$ cat src/rtl/ruler_ctrl.sv
// ---------------------------------------------------------------------------
// ruler_ctrl
//   Timebase and direction controller for the ruler LED shifter.
//   - Divides clk_i into a one-cycle step strobe (stb_o) every TRIGGER_CNT
//     cycles while running.
//   - Drives the shift direction (dir_o) for the ruler stage.
//   - With RULER_CTRL_BOUNCE_EN defined, it watches the ruler pattern fed
//     back on ruler_i. It reverses direction when the lit bit reaches a
//     corner, which gives a ping-pong sweep, and it counts the reversals
//     in bounce_cnt_o (saturating).
//   - With RULER_CTRL_BOUNCE_EN undefined, ruler_i is ignored. The direction
//     is the dir_sel_i value sampled when the run starts, and bounce_cnt_o
//     stays 0.
//
// Ports
//   clk_i        in   1            system clock, rising edge
//   rst_i        in   1            asynchronous active-high reset
//   en_i         in   1            run enable; low = stopped/idle
//   dir_sel_i    in   1            start direction sampled on IDLE exit (1 = right)
//   ruler_i      in   RULER_WIDTH  current ruler pattern from the ruler stage
//   stb_o        out  1            one-cycle step strobe
//   dir_o        out  1            shift direction (1 = right, 0 = left)
//   bounce_cnt_o out  8            reversals since leaving IDLE, saturating
//
// Configuration macro: RULER_CTRL_BOUNCE_EN (corner detection + bounce count)
// ---------------------------------------------------------------------------
module ruler_ctrl #(
  parameter int TRIGGER_CNT = 50000000,
  parameter int CNT_W       = 26,
  parameter int RULER_WIDTH = 8
) (
  input  logic                   clk_i,
  input  logic                   rst_i,
  input  logic                   en_i,
  input  logic                   dir_sel_i,
  input  logic [RULER_WIDTH-1:0] ruler_i,
  output logic                   stb_o,
  output logic                   dir_o,
  output logic [7:0]             bounce_cnt_o
);

  typedef enum logic [1:0] {
    IDLE  = 2'd0,
    RUN_R = 2'd1,
    RUN_L = 2'd2
  } state_t;

  // Terminal value of the prescaler. The wrap happens on this value, so the
  // strobe period is exactly TRIGGER_CNT cycles.
  localparam logic [CNT_W-1:0] CNT_TERM = CNT_W'(TRIGGER_CNT - 1);
  localparam logic [CNT_W-1:0] CNT_ONE  = {{(CNT_W-1){1'b0}}, 1'b1};
  localparam logic [CNT_W-1:0] CNT_ZERO = {CNT_W{1'b0}};

`ifdef RULER_CTRL_BOUNCE_EN
  // Corner patterns: only the LSB is lit (right end) or only the MSB is lit (left end).
  localparam logic [RULER_WIDTH-1:0] CORNER_R = {{(RULER_WIDTH-1){1'b0}}, 1'b1};
  localparam logic [RULER_WIDTH-1:0] CORNER_L = {1'b1, {(RULER_WIDTH-1){1'b0}}};

  // Saturating increment for the reversal counter.
  function automatic logic [7:0] sat_inc8(input logic [7:0] v);
    if (v == 8'hFF) begin
      sat_inc8 = 8'hFF;
    end else begin
      sat_inc8 = v + 8'h01;
    end
  endfunction
`else
  // In this build the pattern feedback is intentionally unused.
  logic unused_ruler;
  assign unused_ruler = ^ruler_i;
`endif

  state_t           state_r;
  logic [CNT_W-1:0] cnt_r;
  logic             stb_r;
  logic             dir_r;
  logic [7:0]       bounce_r;

  // Control FSM, prescaler and registered outputs.
  always_ff @(posedge clk_i or posedge rst_i) begin
    if (rst_i) begin
      state_r  <= IDLE;
      cnt_r    <= CNT_ZERO;
      stb_r    <= 1'b0;
      dir_r    <= 1'b1;
      bounce_r <= 8'h00;
    end else begin
      case (state_r)
        IDLE: begin
          cnt_r <= CNT_ZERO;
          stb_r <= 1'b0;
          if (en_i) begin
            state_r  <= dir_sel_i ? RUN_R : RUN_L;
            dir_r    <= dir_sel_i;
            bounce_r <= 8'h00;
          end else begin
            state_r  <= IDLE;
          end
        end

        RUN_R, RUN_L: begin
          if (!en_i) begin
            // Stopping takes priority over both the terminal count and a corner.
            state_r <= IDLE;
            cnt_r   <= CNT_ZERO;
            stb_r   <= 1'b0;
          end else begin
            if (cnt_r == CNT_TERM) begin
              cnt_r <= CNT_ZERO;
              stb_r <= 1'b1;
            end else begin
              cnt_r <= cnt_r + CNT_ONE;
              stb_r <= 1'b0;
            end
`ifdef RULER_CTRL_BOUNCE_EN
            // Corners are checked every cycle, independent of the strobe.
            // Zero or multi-bit patterns never match, so the direction holds.
            if ((state_r == RUN_R) && (ruler_i == CORNER_R)) begin
              state_r  <= RUN_L;
              dir_r    <= 1'b0;
              bounce_r <= sat_inc8(bounce_r);
            end else if ((state_r == RUN_L) && (ruler_i == CORNER_L)) begin
              state_r  <= RUN_R;
              dir_r    <= 1'b1;
              bounce_r <= sat_inc8(bounce_r);
            end else begin
              state_r  <= state_r;
            end
`else
            state_r  <= state_r;
            bounce_r <= 8'h00;
`endif
          end
        end

        default: begin
          state_r  <= IDLE;
          cnt_r    <= CNT_ZERO;
          stb_r    <= 1'b0;
          dir_r    <= 1'b1;
          bounce_r <= 8'h00;
        end
      endcase
    end
  end

  assign stb_o        = stb_r;
  assign dir_o        = dir_r;
  assign bounce_cnt_o = bounce_r;

endmodule

$ cat config.mk
export PLATFORM = sky130hd
export DESIGN_NAME = ruler_ctrl
export DESIGN_NICKNAME = d
export VERILOG_FILES = /design/src/rtl/ruler_ctrl.sv
export SDC_FILE = /design/constraint.sdc
export NUM_CORES = 1
export LEC_CHECK = 0
export CAP_MARGIN = 20
export CORE_MARGIN = 3
export CORE_UTILIZATION = 51
export CTS_BUF_LIST = sky130_fd_sc_hd__clkbuf_8
export CTS_CLUSTER_DIAMETER = 150
export DETAILED_ROUTE_END_ITERATION = 8
export GPL_ROUTABILITY_DRIVEN = 0
export PLACE_DENSITY = 0.85
export SETUP_SLACK_MARGIN = 0.02
export SYNTH_ARGS = -nofsm -noshare
export SYNTH_HDL_FRONTEND = slang
export SYNTH_SLANG_ARGS = --single-unit
$ cat constraint.sdc
create_clock -name clk_i -period 1.7 [get_ports clk_i]
set_clock_uncertainty 0.05 [all_clocks]
set_input_delay 0.17 -clock clk_i [delete_from_list [all_inputs] [get_ports clk_i]]
set_output_delay 0.17 -clock clk_i [all_outputs]
set_load 0.02 [all_outputs]
# --- After elaboration in Yosys (flattened, before gate mapping) ---
# Cells that the tools add are included.
word_totals:
  regBits: 38
  latch_bits: 0
  inputBits: 12
  output_inout_bits: 10
  ramBits: 0
  elab_cells: 31
  mem_bits_ro: 0
  n_memories: 0
classes:
  n_mul: 0
  n_lt_le_gt_ge: 0
  bitwise: 1
  reduce_logical: 4
  n_eq_ne: 6
  n_addsub: 1
  shift: 0
  n_mux: 14
  div_mod_pow: 0
ops:
  columns: ["operator", "n"]
  rows:
  - ["26-bit 2-to-1 mux", 3]
  - ["26-bit by 1-bit adder with 26-bit output (second input constant)", 1]
  - ["26-bit == test (second input constant)", 1]
  - ["8-bit 2-to-1 mux", 2]
  - ["2-bit 2-to-1 mux", 3]
  - ["1-bit 2-to-1 mux", 4]
  - ["2-bit inequality test (second input constant)", 2]
  - ["2-bit one-hot mux with 2 select lines", 1]
  - ["3-bit OR reduction", 1]
  - ["2-bit by 1-bit == test with 1-bit output (second input constant)", 1]
  - ["2-bit == test (second input constant)", 1]
  - ["2-bit zero test", 1]
  - ["2-bit by 1-bit inequality test with 1-bit output (second input constant)", 1]
  - ["1-bit one-hot mux with 2 select lines", 1]
  - ["2-bit AND reduction", 1]
  - ["2-bit OR reduction", 1]
  - ["1-bit NOT", 1]

# --- Longest topological paths before layout ---
depth:
  ltp_word: 4
  depth_mapped: 6
  mapped_depth_nobuf: 6

# --- Least setup slack after synthesis ---
# No wires, ideal clock.
synth_path:
  path_kind: "flip-flop to flip-flop"
  start: "register cnt_r[0]"
  end: "register cnt_r[3]"
  path_stages_with_launch: 7
  path_slack_ns: -0.104
  period_less_slack_ns: 1.804
  required_ns: 1.529
  setup_ns: 0.121
  arrival_time_ns: 1.632
  n_path_buf: 1
  cell_sequence: "dfrtp_1 > ha_1 > and2_1 > nand2_1 > o311ai_2 > buf_2 > nor2_1"
synth_between:
  elab_chain_len: 4
synth_lines:
  columns: ["element", "line_no", "rtl"]
  rows:
  - ["start, declared", "74", "logic [CNT_W-1:0] cnt_r;"]
  - ["start signal, assigned", "112", "cnt_r <= cnt_r + CNT_ONE;"]
  - ["26-bit by 1-bit adder with 26-bit output / 26-bit == test (equally long branches)", "112, 108", null]
  - ["26-bit 2-to-1 mux *", "108", "if (cnt_r == CNT_TERM) begin"]
  - ["26-bit 2-to-1 mux *", "102", "if (!en_i) begin"]
  - ["26-bit 2-to-1 mux *", "88", "case (state_r)"]
# Mark *: on every way between the ends. The rest lies on a longest branch, timed or not.
# A chain may end at the register's enable or synchronous reset.

# --- Worst setup path in the final report ---
layout_path:
  start: "register cnt_r[9]"
  end: "register cnt_r[12]"
# Same word-level chain as after synthesis.

==> impl_metrics.env <==
export IMPL_cp_startpoint="cnt_r[9]"
export IMPL_wl_per_cell_um=16.6
export IMPL_htreeDepth=2
export IMPL_max_freq_ghz=0.559
export IMPL_reg2reg_depth=5
export IMPL_switchingPower_uw=454
export IMPL_ioPinCount=22
export IMPL_nFillCells=177
export IMPL_slew_viol_final=0
export IMPL_period_minus_slack_ns=1.79
export IMPL_cp_slowest_stage_delay_ns=0.42
export IMPL_cts_root_buf="clkbuf_8"
export IMPL_initial_core_util=0.561
export IMPL_fin_ws_ns=-0.0878
export IMPL_area_growth_pct=34.8
export IMPL_crit_end="cnt_r[12]"
export IMPL_ctsHoldBuffers=0
export IMPL_p_leak_nw=0.900
export IMPL_fp_dieH_um=62.5
export IMPL_overflow=0
export IMPL_netlist_instances=177
export IMPL_required_ns=1.82
export IMPL_drt_pass1_iter_count=4
export IMPL_synth_avg_cell_area_um2=9.19
export IMPL_drc=0
export IMPL_dp_hpwl_um=2770
export IMPL_stdcell_count=265
export IMPL_pwr_share_seq=0.474
export IMPL_ir_worst_vdd_mv=0.703
export IMPL_cp_slowest_cell="dfrtp_1"
export IMPL_endpoint_kind="flip-flop"
export IMPL_violations="negative setup slack"
export IMPL_arrival_ns=1.91
export IMPL_ys_seq_area_frac=0.462
export IMPL_clock_latency_ns=0.29
export IMPL_finalHoldViolations=0
export IMPL_coreArea_um2=2900
export IMPL_drive_gt1_frac=0.323
export IMPL_crit_chain="nor4_1 > nand4_1 > o311ai_4 > buf_12 > nor2_1"
export IMPL_p_per_area_nw_per_um2=739
export IMPL_reg2reg_from="cnt_r[9]"
export IMPL_yosysUniqueCellTypes=35
export IMPL_wl_um=4410
export IMPL_drtIter0Drc=110
export IMPL_dr_total_vias=1534
export IMPL_fin_total_pwr_mw=1.62
export IMPL_via_per_inst=5.79
export IMPL_grt_pass1_vias=1540
export IMPL_internal_power_mw=1.17
export IMPL_synth_area_um2=1630
export IMPL_setup_viol=24
export IMPL_max_cap_violations=0
export IMPL_critPathLaunchType="flip-flop"
export IMPL_pre_cts_slack_ns=-0.127
export IMPL_cts_buffer_depth=2
export IMPL_combPwrFrac=0.157
export IMPL_clkPwrFrac=0.369
export IMPL_holdCritPathClass="in2async"
export IMPL_clock_sinks=30
export IMPL_cts_buffers=5
export IMPL_rows=19
export IMPL_grt_max_degree=25
export IMPL_status="finished with violations"
export IMPL_r2r_slack_ns=-0.09
export IMPL_grt_usage=0.235
export IMPL_portBuffers=5
export IMPL_path_clk_slew_ns=0.06
export IMPL_die_x_um=62.5
export IMPL_postRouteAntennaNets=0
export IMPL_dp_cells=247
export IMPL_cts_tree="built"
export IMPL_cp_max_fo=24
export IMPL_fin_nets=236
export IMPL_antenna_found_initial=0
export IMPL_yosysWarnings=0
export IMPL_final_cell_mix="buf_4 (37), dfrtp_1 (29), nor2_1 (18)"
export IMPL_sw_frac_of_total=0.280
export IMPL_path_class="reg2reg"
export IMPL_finalCritPeriodShare=1.05
export IMPL_grt_pass1_wl_um=7150
export IMPL_diodes=0
export IMPL_fin_setup_tns_ns=-1.41
export IMPL_layout_commonest_cell="buf_4"
export IMPL_ys_seq_elements=30
export IMPL_rsz0062_at_grt="true"
export IMPL_regToRegEndpoint="cnt_r[12]"
export IMPL_fp_dieArea_um2=3900
[synthesized netlist by cell type]
library cell,count,area share
a21bo_2,1,0.0062
a21oi_1,14,0.043
a31o_2,1,0.0054
and2_1,4,0.015
and3_1,2,0.0077
and3b_1,1,0.0054
and4_1,4,0.022
buf_1,1,0.0023
buf_2,3,0.0092
buf_4,8,0.037
clkbuf_1,2,0.0046
conb_1,1,0.0023
dfrtp_1,29,0.45
dfstp_2,1,0.016
ha_1,2,0.015
inv_1,7,0.016
nand2_1,13,0.030
nand3_1,7,0.022
nand3b_1,3,0.014
nand4_1,7,0.027
nor2_1,18,0.042
nor2b_1,2,0.0077
nor3_1,2,0.0062
nor3b_1,1,0.0046
nor4_1,5,0.019
nor4_2,1,0.0077
nor4b_1,1,0.0054
o21ai_0,10,0.031
o311ai_2,1,0.010
o31ai_1,2,0.0092
or3_1,7,0.027
or4_1,3,0.014
or4b_1,1,0.0062
xnor2_1,9,0.048
xor2_1,3,0.016
[critical path: cells and delay by family, from the launching register on]
family          cells  cell delay [ns]
simple gates        3             0.61
buf+inv             1             0.22
flops               1             0.42
compound gates      1             0.36
[final cells by class]
cell class              count  area, µm²  area share
well taps                  42       52.6      0.0240
flip-flops and latches     30        752       0.343
multi-input cells         133        892       0.407
repair buffers             45        379       0.173
clock inverters             2       8.76     0.00399
clock buffers               6       82.6      0.0376
inverters                   7       26.3      0.0120
[how the worst min path moves through the flow]
stage	end	slack, ns	depth (start not counted)
detailed placement	cnt_r[0]	0.43	1
global placement	cnt_r[0]	0.42	1
finish	cnt_r[3]	0.14	2
CTS	cnt_r[5]	0.15	2
global route	cnt_r[3]	0.17	2
floorplan	cnt_r[0]	0.21	1
[sequential cells by signal (all words and copies together), names as in the netlist]
name	count
dir_o	1
stb_o	1
cnt_r	26
state_r	2
[metal layers]
layer | global-route usage | vias up | part of all wire
met2 | 0.397 | 66 | 0.53
met4 | 0.127 | 0 | 0.037
met3 | 0.0719 | 19 | 0.057
met5 | 0 | - | 0
li1 | - | 700 | -
met1 | 0.263 | 749 | 0.38
[power by group through the flow]
stage | clock [mW] | combinational [mW] | sequential [mW]
final | 0.598 | 0.254 | 0.769
after global routing | 0.641 | 0.275 | 0.774
after CTS | 0.596 | 0.249 | 0.769
after detailed placement | 0 | 0.243 | 0.779
after global placement | 0 | 0.234 | 0.777
after floorplan | 0 | 0.163 | 0.791
[through the flow]
step | area, µm² | hold slack (ns) | util
2_1_floorplan | 1680 | 0.210 | -
3_3_place_gp | 1940 | 0.418 | 0.670
3_5_place_dp | 1940 | 0.426 | 0.670
4_1_cts | 2160 | 0.151 | 0.745
5_1_grt | 2190 | 0.174 | 0.756
6_report | 2190 | 0.136 | 0.756
[repair_timing]
| item | 4_1_cts | 5_1_grt |
|---|---|---|
| resized for setup | 14 | 6 |
| pin swaps | 9 | 1 |
| buffers inserted | 9 | 1 |
| setup endpoints to repair | 24 | 24 |
[cell families after synthesis]
| kind of cell | synth area share |
|---|---|
| AND/OR/NAND/NOR | 0.282 |
| flip-flops | 0.462 |
| other | 0.00231 |
| XOR/XNOR | 0.0646 |
| AO/OA/AOI/OAI | 0.105 |
| adder cells (fa/ha/maj) | 0.0154 |
| buffers and inverters | 0.0692 |
Note: power is estimated with default switching activity, not from simulation.
